--- config.mk ---
export PLATFORM = sky130hd
export DESIGN_NAME = seq_timer_ctrl
export DESIGN_NICKNAME = d
export VERILOG_FILES = /design/src/rtl/seq_timer_pkg.sv /design/src/rtl/seq_timer_unit_cnt.sv /design/src/rtl/seq_timer_ctrl.sv
export SDC_FILE = /design/constraint.sdc
export NUM_CORES = 1
export LEC_CHECK = 0
export BUFFER_PORTS_ARGS = -buffer_cell sky130_fd_sc_hd__buf_2
export CAP_MARGIN = 10
export CORE_ASPECT_RATIO = 1.75
export CORE_MARGIN = 2
export CORE_UTILIZATION = 40
export DETAILED_ROUTE_END_ITERATION = 8
export HOLD_SLACK_MARGIN = 0.08
export PLACE_DENSITY_LB_ADDON = 0.15
export SLEW_MARGIN = 15
export SYNTH_ARGS = -nofsm -noshare
export SYNTH_HDL_FRONTEND = slang
export SYNTH_HIERARCHICAL = 1
export SYNTH_SLANG_ARGS = --single-unit
--- constraint.sdc ---
create_clock -name clk -period 3.9 [get_ports clk]
set_clock_uncertainty 0.2 [all_clocks]
set_input_delay 0.195 -clock clk [delete_from_list [all_inputs] [get_ports clk]]
set_output_delay 0.195 -clock clk [all_outputs]
set_load 0.01 [all_outputs]
--- src/rtl/seq_timer_pkg.sv ---
// Shared definitions for the serial-programmed delay timer: one-hot state
// indices for the default 4-bit delay field and the one-hot legality check.
package seq_timer_pkg;

   localparam int S       = 0;
   localparam int S1      = S + 1;
   localparam int S11     = S1 + 1;
   localparam int S110    = S11 + 1;
   localparam int B0      = S110 + 1;
   localparam int B1      = B0 + 1;
   localparam int B2      = B1 + 1;
   localparam int B3      = B2 + 1;
   localparam int COUNT   = B3 + 1;
   localparam int WAIT    = COUNT + 1;
   localparam int STATE_W = WAIT + 1;

   // Widest state vector onehot_ok() accepts; narrower vectors are zero-extended.
   localparam int MAX_STATE_W = 32;

   function automatic logic onehot_ok(input logic [MAX_STATE_W-1:0] state);
      return $onehot(state);
   endfunction

endpackage

--- src/rtl/seq_timer_unit_cnt.sv ---
// Per-unit cycle counter: counts 0..CYCLES_PER_UNIT-1 while enabled and
// flags the last cycle of each unit; held at zero whenever disabled.
module seq_timer_unit_cnt #(
   parameter int CYCLES_PER_UNIT = 1000
) (
   input  logic clk,
   input  logic aresetn,
   input  logic en,
   output logic wrap
);

   localparam int               CNT_W = $clog2(CYCLES_PER_UNIT);
   localparam logic [CNT_W-1:0] LAST  = CNT_W'(CYCLES_PER_UNIT - 1);

   logic [CNT_W-1:0] cnt_q;
   logic [CNT_W-1:0] cnt_d;

   assign wrap = (cnt_q == LAST);

   always_comb begin
      cnt_d = cnt_q + CNT_W'(1);
      if (!en || wrap) begin
         cnt_d = '0;
      end
   end

   // NOTE: state registers use non-blocking (<=) so every flop samples the
   // pre-edge value of its inputs, independent of statement order.
   always_ff @(posedge clk or negedge aresetn) begin
      if (!aresetn) begin
         cnt_q <= '0;
      end else begin
         cnt_q <= cnt_d;
      end
   end

endmodule

--- src/rtl/seq_timer_ctrl.sv ---
// Sequencing controller for the serial-programmed delay timer: finds 1101,
// shifts in the delay, counts (delay+1) units, then holds done until ack.
module seq_timer_ctrl
   import seq_timer_pkg::*;
#(
   parameter int CYCLES_PER_UNIT = 1000,
   parameter int DELAY_W         = 4
) (
   input  logic               clk,
   input  logic               aresetn,
   input  logic               data,
   input  logic               ack,
   output logic               shift_ena,
   output logic               counting,
   output logic               done,
   output logic [DELAY_W-1:0] remaining
);

   // The package indices assume a 4-bit delay; the B chain, and every index
   // above it, stretches with DELAY_W.
   localparam int B_LEN   = B3 - B0 + 1;
   localparam int I_COUNT = COUNT + DELAY_W - B_LEN;
   localparam int I_WAIT  = I_COUNT + (WAIT - COUNT);
   localparam int SW      = STATE_W + DELAY_W - B_LEN;

   logic [SW-1:0]      state_q;
   logic [SW-1:0]      state_d;
   logic [DELAY_W-1:0] delay_q;
   logic [DELAY_W-1:0] delay_d;

   logic state_legal;
   logic b_any;
   logic in_count;
   logic in_wait;
   logic unit_wrap;
   logic delay_zero;
   logic count_last;

   assign state_legal = onehot_ok(MAX_STATE_W'(state_q));
   assign b_any       = |state_q[I_COUNT-1:B0];
   assign in_count    = state_q[I_COUNT];
   assign in_wait     = state_q[I_WAIT];
   assign delay_zero  = (delay_q == '0);
   assign count_last  = in_count & unit_wrap & delay_zero;

   // A corrupted vector with the COUNT bit set must not keep the counter running.
   seq_timer_unit_cnt #(
      .CYCLES_PER_UNIT(CYCLES_PER_UNIT)
   ) u_unit_cnt (
      .clk    (clk),
      .aresetn(aresetn),
      .en     (in_count & state_legal),
      .wrap   (unit_wrap)
   );

   // NOTE: every variable gets a default before any branch so no path leaves
   // it unassigned, which would otherwise infer a latch.
   always_comb begin
      state_d = '0;
      delay_d = delay_q;
      if (!state_legal) begin
         state_d[S] = 1'b1;
         delay_d    = '0;
      end else begin
         state_d[S]    = (~data & (state_q[S] | state_q[S1] | state_q[S110]))
                       | (in_wait & ack);
         state_d[S1]   = state_q[S] & data;
         state_d[S11]  = (state_q[S1] | state_q[S11]) & data;
         state_d[S110] = state_q[S11] & ~data;
         state_d[B0]   = state_q[S110] & data;

         state_d[I_COUNT-1:B0+1] = state_q[I_COUNT-2:B0];
         state_d[I_COUNT]        = state_q[I_COUNT-1] | (in_count & ~count_last);
         state_d[I_WAIT]         = count_last | (in_wait & ~ack);

         // The bit seen in B0 ends up as the MSB after DELAY_W shifts.
         if (b_any) begin
            delay_d = {delay_q[DELAY_W-2:0], data};
         end else if (in_count && unit_wrap && !delay_zero) begin
            delay_d = delay_q - DELAY_W'(1);
         end
      end
   end

   always_ff @(posedge clk or negedge aresetn) begin
      if (!aresetn) begin
         state_q <= SW'(1) << S;
         delay_q <= '0;
      end else begin
         state_q <= state_d;
         delay_q <= delay_d;
      end
   end

   // Outputs decode raw state bits, so an illegal vector shows through unmasked.
   assign shift_ena = b_any;
   assign counting  = in_count;
   assign done      = in_wait;
   assign remaining = in_count ? delay_q : '0;

endmodule

Word-level counts from Yosys, hierarchy flattened --
Index checks and enable logic that the tools add are counted. Widths: inputs -> output; s select.
Storage, ports and cells: register bits after elaboration 24, output and inout port bits 7
Cells by class: mux-type cells 7, equal/unequal tests 3, reductions and logical operators 7, bitwise gates (word level) 20, add/sub/neg operators 11
Operator list (count):
- $mux 4 | 4
- $and 1x1->1 | 11
- $add 1x1->2 | 5
- $add 10x1->10 const B | 1
- $eq 10x10->1 const B | 1
- $mux 10 | 1
- $mux 9 | 1
- $add 2x2->3 | 2
- $or 1x1->1 | 6
- $add 4x2->5 | 1
- $eq 5x1->1 const B | 1
- $add 3x3->4 | 1
- $logic_not 4->1 | 1
- $reduce_or 4->1 | 1
- $sub 4x1->4 const B | 1
- $ne 3x2->1 const B | 1
- $not 1->1 | 3
- $logic_and 1x1->1 | 2
- $logic_not 1->1 | 2
- $logic_or 1x1->1 | 1
- $mux 1 | 1

Depth between registers and ports, before layout --
word-level depth 9, gate-level depth with buffers 14, depth with buffers taken out 14

Modules after synthesis --
Netlist, hierarchy kept.
By module, submodules not included:
- seq_timer_ctrl | times used 1, area each 933.4 µm², cells an instance 87, sequential area each 351.6 µm²
- seq_timer_unit_cnt | times used 1, area each 520.5 µm², cells an instance 50, sequential area each 250.2 µm²

Worst setup path before layout --
Ideal clock, no wire load.
path type reg2reg, from reg state_q[0], to reg u_unit_cnt.cnt_q[3], arrival 3.792 ns, path slack -0.163 ns, setup time 0.071 ns, required time 3.629 ns, cell stages (with the launch flop) 15, clock period less this slack 4.063 ns, path through dfstp_2 fa_1 fa_1 inv_1 fa_1 inv_1 ha_1 inv_1 fa_1 a2111oi_4 o21a_1 and2_1 inv_1 a31o_2 nor2_1
Between the ends: longest elaborated chain between the ends 9
Ends and longest elaborated chain:
- from (decl) | RTL line seq_timer_ctrl.sv:26 | logic [SW-1:0] state_q;
- from (signal assigned) | RTL line seq_timer_ctrl.sv:87 | state_q <= SW'(1) << S;
- from (signal assigned) | RTL line seq_timer_ctrl.sv:90 | state_q <= state_d;
- $add 1x1->2 (implied by the code) | RTL line seq_timer_pkg.sv:21 | return $onehot(state);
- $add 2x2->3 (implied by the code) | RTL line seq_timer_pkg.sv:21
- $add 3x3->4 (implied by the code) | RTL line seq_timer_pkg.sv:21
- $add 4x2->5 (implied by the code) | RTL line seq_timer_pkg.sv:21
- $eq 5x1->1 | RTL line seq_timer_pkg.sv:21
- $and 1x1->1 | RTL line seq_timer_ctrl.sv:52 | .en (in_count & state_legal),
- $logic_not 1->1 | RTL line seq_timer_unit_cnt.sv:22 | if (!en || wrap) begin
- $logic_or 1x1->1 | RTL line seq_timer_unit_cnt.sv:22
- $mux 10 | RTL line seq_timer_unit_cnt.sv:22
- net u_unit_cnt.cnt_d[3] | RTL line seq_timer_unit_cnt.sv:16 | logic [CNT_W-1:0] cnt_d;
- to (signal assigned) | RTL line seq_timer_unit_cnt.sv:33 | cnt_q <= cnt_d;
- to (decl) | RTL line seq_timer_unit_cnt.sv:15 | logic [CNT_W-1:0] cnt_q;
The timed path passes the listed nets, and every way through them passes these cells. A chain may end at the register's enable or synchronous reset.

Worst setup path after layout --
Ends and elaborated chain as after synthesis.

==> flow_metrics.py <==
metrics = {
    "run_status": {
        "status": "finished, final reports clean",
    },
    "placement": {
        "io_buffers": 10,
        "place.gp.congestion": 0.891,
        "place_area_um2": 1630,
        "hpwl_um": 2380,
    },
    "floorplanning": {
        "rows": 29,
        "fp.dieH_um": 83.8,
        "core_area_um2": 3560,
        "pin_count": 11,
        "start_util": 0.409,
        "die_area_um2": 4150,
        "die-width_um": 49.6,
    },
    "setup_path": {
        "r2r_setup_slack_ns": 0.03,
        "required_ns": 3.90,
        "startpoint_type": "flip-flop",
        "cp.arrival_ns": 3.87,
        "cp_common_cell": "fa_1",
        "cp.buffers_inverters": 4,
        "crit_slowest_cell": "dfstp_2",
        "cp_top_family": "adder cells",
        "crit_type": "flip-flop to flip-flop",
        "critical_path.max_stage_delay_ns": 0.55,
        "path_cells": "fa_1 -> fa_1 -> inv_2 -> fa_1 -> inv_1 -> ha_2 -> inv_2 -> fa_2 -> and2_4 -> o21a_1 -> and2_4 -> inv_4 -> a31o_4 -> nor2_4",
        "cp-end-kind": "flip-flop",
        "cp_max_fo": 6,
    },
    "synthesis": {
        "synth_top_area_frac": 0.396,
        "netlist_instances": 137,
        "synthFlopType": "dfrtp_1",
        "synth_edf_count": 0,
        "netlist-cell-type-count": 41,
        "avgSynthCellArea_um2": 10.6,
        "mappedNetlistArea_um2": 1450,
        "synth_async_sr_flop_share": 1.00,
        "synth_warnings": 6,
        "synth_area_leaders": "dfrtp_1 40%, fa_1 8.3%, ha_1 5.2%",
        "syn_nets": 153,
        "synth_top_area_cell": "dfrtp_1",
        "ys_seq_area_frac": 0.414,
        "synth_seq_cells": 24,
    },
    "grt": {
        "overflow": 0,
        "grt_max_degree": 25,
        "grt_antenna_before_repair": 0,
        "grt_pass1_wl_um": 5520,
        "grt_usage": 0.171,
        "grt_pass1_vias": 1147,
    },
    "timing": {
        "min_period_over_period": 0.991,
        "hold_viol_final": 0,
        "maxSlewViolCount": 0,
        "fmax_ghz": 0.259,
        "slew_headroom": 0.640,
        "rsz0062_at_grt": "true",
        "fin_tns_setup_ns": 0,
        "setup_viol": 0,
        "period_minus_slack_ns": 3.87,
        "worstMarginPinSlew_ns": 0.540,
    },
    "cts": {
        "cts_root_buffer": "clkbuf_8",
        "cts_tree": "yes",
        "cts_max_path_buffers": 2,
        "clk_pin_slew_ns": 0.09,
        "htreeDepth": 1,
        "numCtsBuffers": 3,
        "cts.sinks": 24,
        "clk_latency_ns": 0.26,
    },
    "detailed_routing": {
        "avgViaCountPerCell": 5.24,
        "drc_errors": 0,
        "wirelength_um": 3100,
        "vias": 1096,
        "drt-initial-drc-count": 22,
        "postRouteAntennaNets": 0,
        "first_pass_iters": 4,
        "wl_per_cell_um": 14.9,
    },
    "power": {
        "irDropWorstVdd_uv": 369,
        "p_leak_uw": 0.000822,
        "power_density_nw_per_um2": 460,
    },
    "cells_and_area": {
        "fin_nets": 180,
        "postLayoutCellArea_um2": 1770,
        "area_growth_pct": 21.5,
        "finish.utilization": 0.497,
        "diodes": 0,
        "drive_gt1_frac": 0.294,
    },
    "hold_path": {
        "hp-class": "input port to async pin",
    },
    "job": {
        "maxCapViolations": 0,
    },
}
==> kinds of logic after synthesis <==
group | count (synthesis) | share of synthesized area
flip-flops | 24 | 0.414
buffers and inverters | 18 | 0.0465
AO/OA/AOI/OAI | 24 | 0.142
adder cells (fa/ha/maj) | 12 | 0.134
AND/OR/NAND/NOR | 54 | 0.233
XOR/XNOR | 5 | 0.0301
==> worst reg2reg max path, stage by stage (launching register included) <==
cell,delay [ns]
dfstp_2,0.55
fa_1,0.41
fa_1,0.53
inv_2,0.04
fa_1,0.42
inv_1,0.07
ha_2,0.17
inv_2,0.04
fa_2,0.52
and2_4,0.16
o21a_1,0.14
and2_4,0.17
inv_4,0.05
a31o_4,0.24
nor2_4,0.11
==> Yosys cell counts, types with 3 or more instances <==
master and number:
nand3_1 6, dfrtp_1 23, a31oi_1 3, or3_1 4, a21oi_1 3, nand2_1 3, xor2_1 3, and3_1 5
nor2_1 13, and2_1 10, ha_1 6, fa_1 6, inv_1 18
==> state kept, by name, summed over array words and instances (netlist names) <==
name              cells
delay_q               4
u_unit_cnt/cnt_q     10
state_q              10
==> timing repair <==
action / CTS / global route
endpoints found under the hold margin: 29 / 0
gates resized for setup: 1 / 10
endpoints found under the setup margin: 3 / 9
pin swaps: 0 / 2
hold buffers: 3 / 0
setup buffers: 1 / 2
==> layer usage <==
metal,global-route usage,part of all wire
met3,0.0215,0.015
met2,0.327,0.61
met5,0,0
met1,0.189,0.37
met4,0.0455,0.0097
==> through the flow <==
stage	hold slack, ns	power, uW	worst slack [ns]	cells
after floorplan	-0.301	510	0.000968	137
after global placement	0.0133	609	0.0576	199
after detailed placement	0.0126	615	-0.0199	199
after CTS	0.267	793	0.000486	207
after global routing	0.313	870	-0.126	209
final	0.238	813	0.0345	209
==> area by class of cell <==
| cell class | instances | area (um^2) |
|---|---|---|
| fill | 368 | 1790 |
| multi-input combinational | 95 | 835 |
| sequential | 24 | 602 |
| timing repair buffer | 22 | 148 |
| inverter | 18 | 70.1 |
| tap | 46 | 57.6 |
| clock buffer | 4 | 55.1 |
==> power breakdown <==
| group | leakage, uW | total, uW | switching, uW | internal (uW) |
|---|---|---|---|---|
| Sequential | 0.000331 | 289 | 18.3 | 271 |
| Combinational | 0.000462 | 357 | 192 | 165 |
| Clock | 0.0000288 | 167 | 76.8 | 90.0 |
| Total | 0.000822 | 813 | 287 | 526 |
==> cells in the final DEF (no fill, tap or decap), types with 5 or more instances in the layout <==
cell type and count:
nand3_1 6, nor2_1 8, ha_1 5, buf_4 9
dfrtp_1 23, and3_1 5, fa_1 5, buf_2 10
and2_1 7, inv_1 15
==> path summary, 6_finish.rpt <==
check                      depth (start not counted)                     startpoint                       endpoint
setup / recovery                                  14           state_q[0]$_DFF_PN1_  u_unit_cnt/cnt_q[3]$_DFF_PN0_
setup reg to reg                                  14           state_q[0]$_DFF_PN1_  u_unit_cnt/cnt_q[3]$_DFF_PN0_
hold / removal                                     2                        aresetn  u_unit_cnt/cnt_q[9]$_DFF_PN0_
hold reg to reg                                    1  u_unit_cnt/cnt_q[0]$_DFF_PN0_  u_unit_cnt/cnt_q[0]$_DFF_PN0_
min in group clk                                   1  u_unit_cnt/cnt_q[0]$_DFF_PN0_  u_unit_cnt/cnt_q[0]$_DFF_PN0_
max in group asynchronous                          2                        aresetn           state_q[0]$_DFF_PN1_
No activity file was read; power rests on OpenSTA's default activity.
